<file path="config.mk">
export PLATFORM = sky130hd
export DESIGN_NAME = watch_adjust_cu_flat
export DESIGN_NICKNAME = d
export VERILOG_FILES = /design/src/rtl/watch_adjust_cu_if.sv /design/src/rtl/watch_adjust_cu.sv /design/src/flat_wrapper.sv
export SDC_FILE = /design/constraint.sdc
export NUM_CORES = 1
export LEC_CHECK = 0
export CORE_UTILIZATION = 45
export CTS_CLUSTER_DIAMETER = 80
export DETAILED_ROUTE_END_ITERATION = 8
export GPL_TIMING_DRIVEN = 0
export PLACE_DENSITY = 0.7
export SLEW_MARGIN = 20
export SYNTH_ARGS = -nofsm -noshare
export SYNTH_HDL_FRONTEND = slang
export SYNTH_SLANG_ARGS = --single-unit
</file>
<file path="constraint.sdc">
create_clock -name clk -period 2 [get_ports clk]
set_clock_uncertainty 0.15 [all_clocks]
set_input_delay 0.4 -clock clk [delete_from_list [all_inputs] [get_ports clk]]
set_output_delay 0.4 -clock clk [all_outputs]
set_load 0.03 [all_outputs]
</file>
<file path="src/rtl/watch_adjust_cu_if.sv">
// rtl/watch_adjust_cu_if.sv - button/select inputs and tick/busy outputs of watch_adjust_cu
//
// Purpose: bundles the button, field-select and tick signals between the
// button front end (master) and the time-adjust control unit (slave).
// Signals:
//   btn_up, btn_down  debounced buttons, synchronous to clk
//   sel               field-select switches, lowest set bit wins
//   tick_up           one-cycle increment pulse per field
//   tick_down         one-cycle decrement pulse per field
//   busy              a button hold is being tracked
interface watch_adjust_cu_if #(
  parameter int N_FIELD = 3
);
  logic               btn_up;
  logic               btn_down;
  logic [N_FIELD-1:0] sel;
  logic [N_FIELD-1:0] tick_up;
  logic [N_FIELD-1:0] tick_down;
  logic               busy;

  modport master (
    output btn_up, btn_down, sel,
    input  tick_up, tick_down, busy
  );

  modport slave (
    input  btn_up, btn_down, sel,
    output tick_up, tick_down, busy
  );
endinterface

</file>
<file path="src/rtl/watch_adjust_cu.sv">
// rtl/watch_adjust_cu.sv - time-adjust control unit turning buttons into field ticks
//
// Purpose: converts two debounced up/down buttons into single-cycle
// increment/decrement ticks for the field chosen by the lowest set bit of
// sel. Holding a button auto-repeats after REPEAT_DELAY cycles, then every
// REPEAT_RATE cycles.
// Optional feature macro: WATCH_AUTO_REPEAT_EN. When undefined, each valid
// press gives exactly one tick and the hold is then ignored until both
// buttons are low.
// Ports:
//   clk   system clock
//   rst   asynchronous active-high reset
//   bus   watch_adjust_cu_if.slave: btn_up, btn_down, sel in;
//         tick_up, tick_down, busy out
module watch_adjust_cu #(
  parameter int N_FIELD      = 3,
  parameter int REPEAT_DELAY = 50_000_000,
  parameter int REPEAT_RATE  = 10_000_000
) (
  input  logic             clk,
  input  logic             rst,
  watch_adjust_cu_if.slave bus
);

  localparam int FW = (N_FIELD > 1) ? $clog2(N_FIELD) : 1;

  typedef enum logic [1:0] {
    S_IDLE   = 2'd0,
    S_DELAY  = 2'd1,
    S_REPEAT = 2'd2,
    S_LOCK   = 2'd3
  } state_t;

  state_t             state, state_n;
  logic               prev_up, prev_down;
  logic               edge_up, edge_down;
  logic               sel_valid;
  logic [FW-1:0]      sel_idx;
  logic [FW-1:0]      field_q;
  logic               dir_up_q;
  logic               latch;
  logic               pend, pend_n;
  logic [N_FIELD-1:0] field_hot;
  logic [N_FIELD-1:0] tick_up_q, tick_down_q;
  logic               busy_q;

`ifdef WATCH_AUTO_REPEAT_EN
  localparam int CMAX = (REPEAT_DELAY > REPEAT_RATE) ? REPEAT_DELAY : REPEAT_RATE;
  localparam int CW   = $clog2(CMAX);
  localparam logic [CW-1:0] DELAY_LOAD = CW'(REPEAT_DELAY - 1);
  localparam logic [CW-1:0] RATE_LOAD  = CW'(REPEAT_RATE - 1);

  logic [CW-1:0] cnt, cnt_n;
  logic          held, other;
`endif

  assign edge_up   = bus.btn_up & ~prev_up;
  assign edge_down = bus.btn_down & ~prev_down;

  // Lowest set bit of sel; scanning downwards lets the lowest index win.
  always_comb begin
    sel_valid = 1'b0;
    sel_idx   = '0;
    for (int i = N_FIELD - 1; i >= 0; i--) begin
      if (bus.sel[i]) begin
        sel_valid = 1'b1;
        sel_idx   = FW'(i);
      end
    end
  end

  always_comb begin
    state_n = state;
    pend_n  = 1'b0;
    latch   = 1'b0;
`ifdef WATCH_AUTO_REPEAT_EN
    cnt_n   = cnt;
    held    = dir_up_q ? bus.btn_up : bus.btn_down;
    other   = dir_up_q ? bus.btn_down : bus.btn_up;
`endif
    case (state)
      S_IDLE: begin
        if (edge_up && edge_down) begin
          state_n = S_LOCK;
        end else if (edge_up || edge_down) begin
          if (!sel_valid) begin
            state_n = S_LOCK;
          end else begin
            pend_n = 1'b1;
            latch  = 1'b1;
`ifdef WATCH_AUTO_REPEAT_EN
            cnt_n   = DELAY_LOAD;
            state_n = S_DELAY;
`else
            state_n = S_LOCK;
`endif
          end
        end
      end
`ifdef WATCH_AUTO_REPEAT_EN
      S_DELAY, S_REPEAT: begin
        if (!held) begin
          state_n = S_IDLE;
        end else if (other) begin
          state_n = S_LOCK;
        end else if (!sel_valid || (sel_idx != field_q)) begin
          state_n = S_LOCK;
        end else if (cnt == '0) begin
          // Counter only reloads on a tick, so it never wraps.
          pend_n  = 1'b1;
          cnt_n   = RATE_LOAD;
          state_n = S_REPEAT;
        end else begin
          cnt_n = cnt - 1'b1;
        end
      end
`endif
      S_LOCK: begin
        if (!bus.btn_up && !bus.btn_down) state_n = S_IDLE;
      end
      default: state_n = S_IDLE;
    endcase
  end

  assign field_hot = N_FIELD'(1) << field_q;

  // The decision is registered in pend and then turned into the tick on the
  // following edge, giving one cycle between sampled press and tick output.
  // Reset enters LOCK so a button still held across reset is not taken as
  // a fresh press.
  always_ff @(posedge clk or posedge rst) begin
    if (rst) begin
      state       <= S_LOCK;
      prev_up     <= 1'b0;
      prev_down   <= 1'b0;
      pend        <= 1'b0;
      field_q     <= '0;
      dir_up_q    <= 1'b0;
      tick_up_q   <= '0;
      tick_down_q <= '0;
      busy_q      <= 1'b0;
`ifdef WATCH_AUTO_REPEAT_EN
      cnt         <= '0;
`endif
    end else begin
      state     <= state_n;
      prev_up   <= bus.btn_up;
      prev_down <= bus.btn_down;
      pend      <= pend_n;
      if (latch) begin
        field_q  <= sel_idx;
        dir_up_q <= edge_up;
      end
      tick_up_q   <= (pend && dir_up_q) ? field_hot : '0;
      tick_down_q <= (pend && !dir_up_q) ? field_hot : '0;
      busy_q      <= (state_n != S_IDLE);
`ifdef WATCH_AUTO_REPEAT_EN
      cnt <= cnt_n;
`endif
    end
  end

  assign bus.tick_up   = tick_up_q;
  assign bus.tick_down = tick_down_q;
  assign bus.busy      = busy_q;

endmodule

</file>
<file path="src/flat_wrapper.sv">
// flat-port wrapper written by rule: the top's interface ports become plain ports
module watch_adjust_cu_flat 
#(
  parameter int N_FIELD      = 3,
  parameter int REPEAT_DELAY = 50_000_000,
  parameter int REPEAT_RATE  = 10_000_000
)
  (clk, rst, bus_btn_up, bus_btn_down, bus_sel, bus_tick_up, bus_tick_down, bus_busy);
  watch_adjust_cu_if #(.N_FIELD(N_FIELD)) bus_i ();
  input  logic clk;
  input  logic rst;
  input wire logic [$bits(bus_i.btn_up)-1:0] bus_btn_up;
  input wire logic [$bits(bus_i.btn_down)-1:0] bus_btn_down;
  input wire logic [$bits(bus_i.sel)-1:0] bus_sel;
  output wire logic [$bits(bus_i.tick_up)-1:0] bus_tick_up;
  output wire logic [$bits(bus_i.tick_down)-1:0] bus_tick_down;
  output wire logic [$bits(bus_i.busy)-1:0] bus_busy;
  assign bus_i.btn_up = bus_btn_up;
  assign bus_i.btn_down = bus_btn_down;
  assign bus_i.sel = bus_sel;
  assign bus_tick_up = bus_i.tick_up;
  assign bus_tick_down = bus_i.tick_down;
  assign bus_busy = bus_i.busy;
  watch_adjust_cu #(.N_FIELD(N_FIELD), .REPEAT_DELAY(REPEAT_DELAY), .REPEAT_RATE(REPEAT_RATE)) u_core (.clk(clk), .rst(rst), .bus(bus_i));
endmodule
</file>
==> impl_metrics.ini, run 1 <==
[worst_hold_path]
path_type_of_the_worst_min_delay_path = input port to async pin

[sta]
layout_setup_ws_ps = 171.7
hold_violations = 0
grt_setup_unrepaired = false
timing.fmax_mhz = 547.0
setup_violations = 0
timing.max_slew.rel_slack_pct = 62.89
period_minus_slack_ps = 1828
finalSetupTns_ps = 0
report.final.slew_viol_count = 0
worst_slew_pin_slew_ps = 556.1
period_share_pct = 91.42

[logic_synthesis]
synthesis.instances = 52
synthXorXnorAreaFrac_pct = 2.595
synth.avg_cell_area_um2 = 12.05
yosys_warnings = 0
synth_sequential_area_ratio_pct = 60.28
synthesis.nets = 61
synth_top_family_by_area = simple AND/OR/NAND/NOR gates
synth_mux_area_share_pct = 2.395
post_synth_fa_ha_maj_area_fraction_pct = 3.992
synthMostInstantiatedCell = dfrtp_1
postSynth.topFlopCell = dfrtp_1
synth-async-reset-ratio_pct = 100.0
netlist-cell-type-count = 21
post-synth-top-area-cell = dfrtp_1
synth.ff_latch_count = 15
synth.top_cells.by_count = dfrtp_1 (13), nor2_1 (7), inv_1 (5)
yosysTopAreaCellShare_pct = 51.90
synth_compound_gate_area_share_pct = 9.381
synth_edf_count = 0
yosys.area_share.simple_pct = 18.36
synthesis.area_um2 = 626.9
netlist_top_cells_area = dfrtp_1 (52%), dfstp_2 (8.4%), nor2_1 (4.2%), ha_1 (4.0%), nand2b_1 (4.0%)

[grt]
first_global_vias = 371
pin_count_of_the_biggest_net_entering_global_routing = 16
grt_antenna_before_repair = 0
grt_first_pass_wirelength_um = 1524
track_usage_pct = 15.74
grt.overflow.total = 0

[drt]
post-route-drc-count = 0
drtIter0Drc = 2
detail_route.wirelength_um = 951
drt-vias-per-instance = 4.893
vias = 411
antenna_left = 0
drtPass1Iterations = 2
drt-wirelength-per-cell_um = 11.32

[clock_tree]
clock-sinks = 15
cts_repair_resize_count = 0
max-clock-path-buffers = 2
clock_latency_ps = 280
cts_hold_repair.buffers = 0
post-cts-setup-buffers = 0
numCtsBuffers = 3
root_buffer = clkbuf_4
clkTransAtPathRegs_ps = 90
cts_tree = yes
clock_tree.htree_level_count = 1

[layout]
drive_gt1_share_pct = 17.39
instances_no_fill = 84
fillerInstances = 116
area.growth.synth_to_final_pct = 28.14
antenna_cells_inserted = 0
num-nets-final = 79

[floorplanning]
floorplan.core_area_um2 = 1301
core.rowCount = 13
die_w_um = 39.32
initial_utilization_pct = 48.17
die_area_um2 = 1546
num_io_pins = 14
die_h_um = 39.32

[setup_path]
worst_reg2reg_path_depth = 4
crit_path_max_incr_delay_ps = 660
worst_setup_path_start_kind = flip-flop
cp_num_cells = 1
end_kind = primary output
r2r-end = u_core.dir_up_q
reg2reg_from = u_core.state[0]
worstPathRequired_ps = 1450
critical_path.slowest_cell = clkdlybuf4s50_1
rrSetupSlack_ps = 470
critical_path_class = flip-flop to primary output
worst_ep_arrival_ps = 1280
critical_path_cell_sequence = clkdlybuf4s50_1
critPathBufInv = 1
critPathMaxFanout = 1
critical-path-top-delay-family = buffers and inverters

[pwr]
cellPowerDensity_nw_per_um2 = 1134
total_power_draw_uw = 911.2
worst_ir_drop_vdd_uv = 813.9
total_leakage_power_nw = 0.3739

[placement]
detailedPlacementHpwl_um = 749.2
port_buffers = 13
finalWeightedCongestion = 0.6320
dp.cells = 80
dp_slack_ps = -30.27

[job]
maxCapViolCount = 0

[run_status]
status = finished, final reports clean
-- cells in the final DEF (no fill, tap or decap) --
cell	netlist	final
clkdlybuf4s50_1	0	13
dfrtp_1	13	13
nor2_1	7	7
inv_1	5	5
nand2b_1	4	4
nor3_1	3	3
clkbuf_4	0	3
nand2_1	2	2
o21a_1	2	2
ha_1	2	2
dfstp_2	2	2
nor2b_4	1	1
nor2b_2	1	1
xor2_2	1	1
nand3b_2	1	1
o211ai_1	1	1
o2bb2ai_1	1	1
o21ai_0	1	1
a21oi_1	1	1
o31a_1	1	1
mux2_4	1	1
and3_2	1	1
o22a_1	1	1
clkinv_2	0	1
-- power by group --
group	switching, mW	internal (mW)	total (mW)
Clock	0.0911	0.0740	0.165
Sequential	0.0548	0.385	0.439
Combinational	0.159	0.147	0.307
-- area by class of cell --
cell class | instances | area [um^2] | area share, %
repair buffers | 13 | 130.1 | 16.20
clock inverters | 1 | 5.005 | 0.6231
inverters | 5 | 18.77 | 2.336
multi-input cells | 32 | 230.2 | 28.66
well taps | 15 | 18.77 | 2.336
flip-flops and latches | 15 | 377.9 | 47.04
clock buffers | 3 | 22.52 | 2.804
-- worst max-delay path by stage --
| stage | startpoint | endpoint | slack [ps] |
|---|---|---|---|
| global placement | bus_btn_up | u_core.dir_up_q | -10 |
| global route | u_core.bus.tick_up[1] | bus_tick_up[1] | 110 |
| detailed placement | bus_btn_down | u_core.dir_up_q | -30 |
| CTS | u_core.bus.tick_down[0] | bus_tick_down[0] | 160 |
| floorplan | u_core.state[0] | u_core.dir_up_q | 540 |
| finish | u_core.bus.tick_down[0] | bus_tick_down[0] | 170 |
-- sequential cells by signal (all words and copies together) (netlist names) --
register and flops:
u_core.bus.tick_up 3, u_core.prev_up 1, u_core.dir_up_q 1, u_core.bus.tick_down 3, u_core.bus.busy 1, u_core.prev_down 1, u_core.state 2, u_core.pend 1
u_core.field_q 2
-- metrics by stage --
stage	cell area, um^2	hold slack [ps]	utilization [%]
after floorplan	626.9	150.0	-
after global placement	775.7	352.7	59.62
after detailed placement	775.7	351.6	59.62
after CTS	803.3	327.4	61.73
after global routing	803.3	364.7	61.73
final	803.3	308.5	61.73
-- routing by layer --
metal | global-route usage (%) | routed length, um | up-vias
met2 | 25.42 | 516 | 9
li1 | - | - | 206
met3 | 6.818 | 38 | 2
met5 | 0 | 0 | -
met1 | 17.52 | 387 | 194
met4 | 7.759 | 8 | 0
-- kinds of logic after synthesis --
kind of cell    Yosys count
buf+inv                   5
simple gates             20
flops                    15
mux                       1
xor+xnor                  1
compound gates            8
fa+ha+maj                 2
No activity file was read; power rests on OpenSTA's default activity.
==> run 2: changes to the inputs <==
--- a/config.mk
+++ b/config.mk
@@ -10,6 +10,7 @@
 export DETAILED_ROUTE_END_ITERATION = 8
 export GPL_TIMING_DRIVEN = 0
 export PLACE_DENSITY = 0.7
+export REMOVE_ABC_BUFFERS = 1
 export SLEW_MARGIN = 20
 export SYNTH_ARGS = -nofsm -noshare
 export SYNTH_HDL_FRONTEND = slang
==> results of run 2 <==
The final DEF is identical to that of run 1; final timing and power are the same.
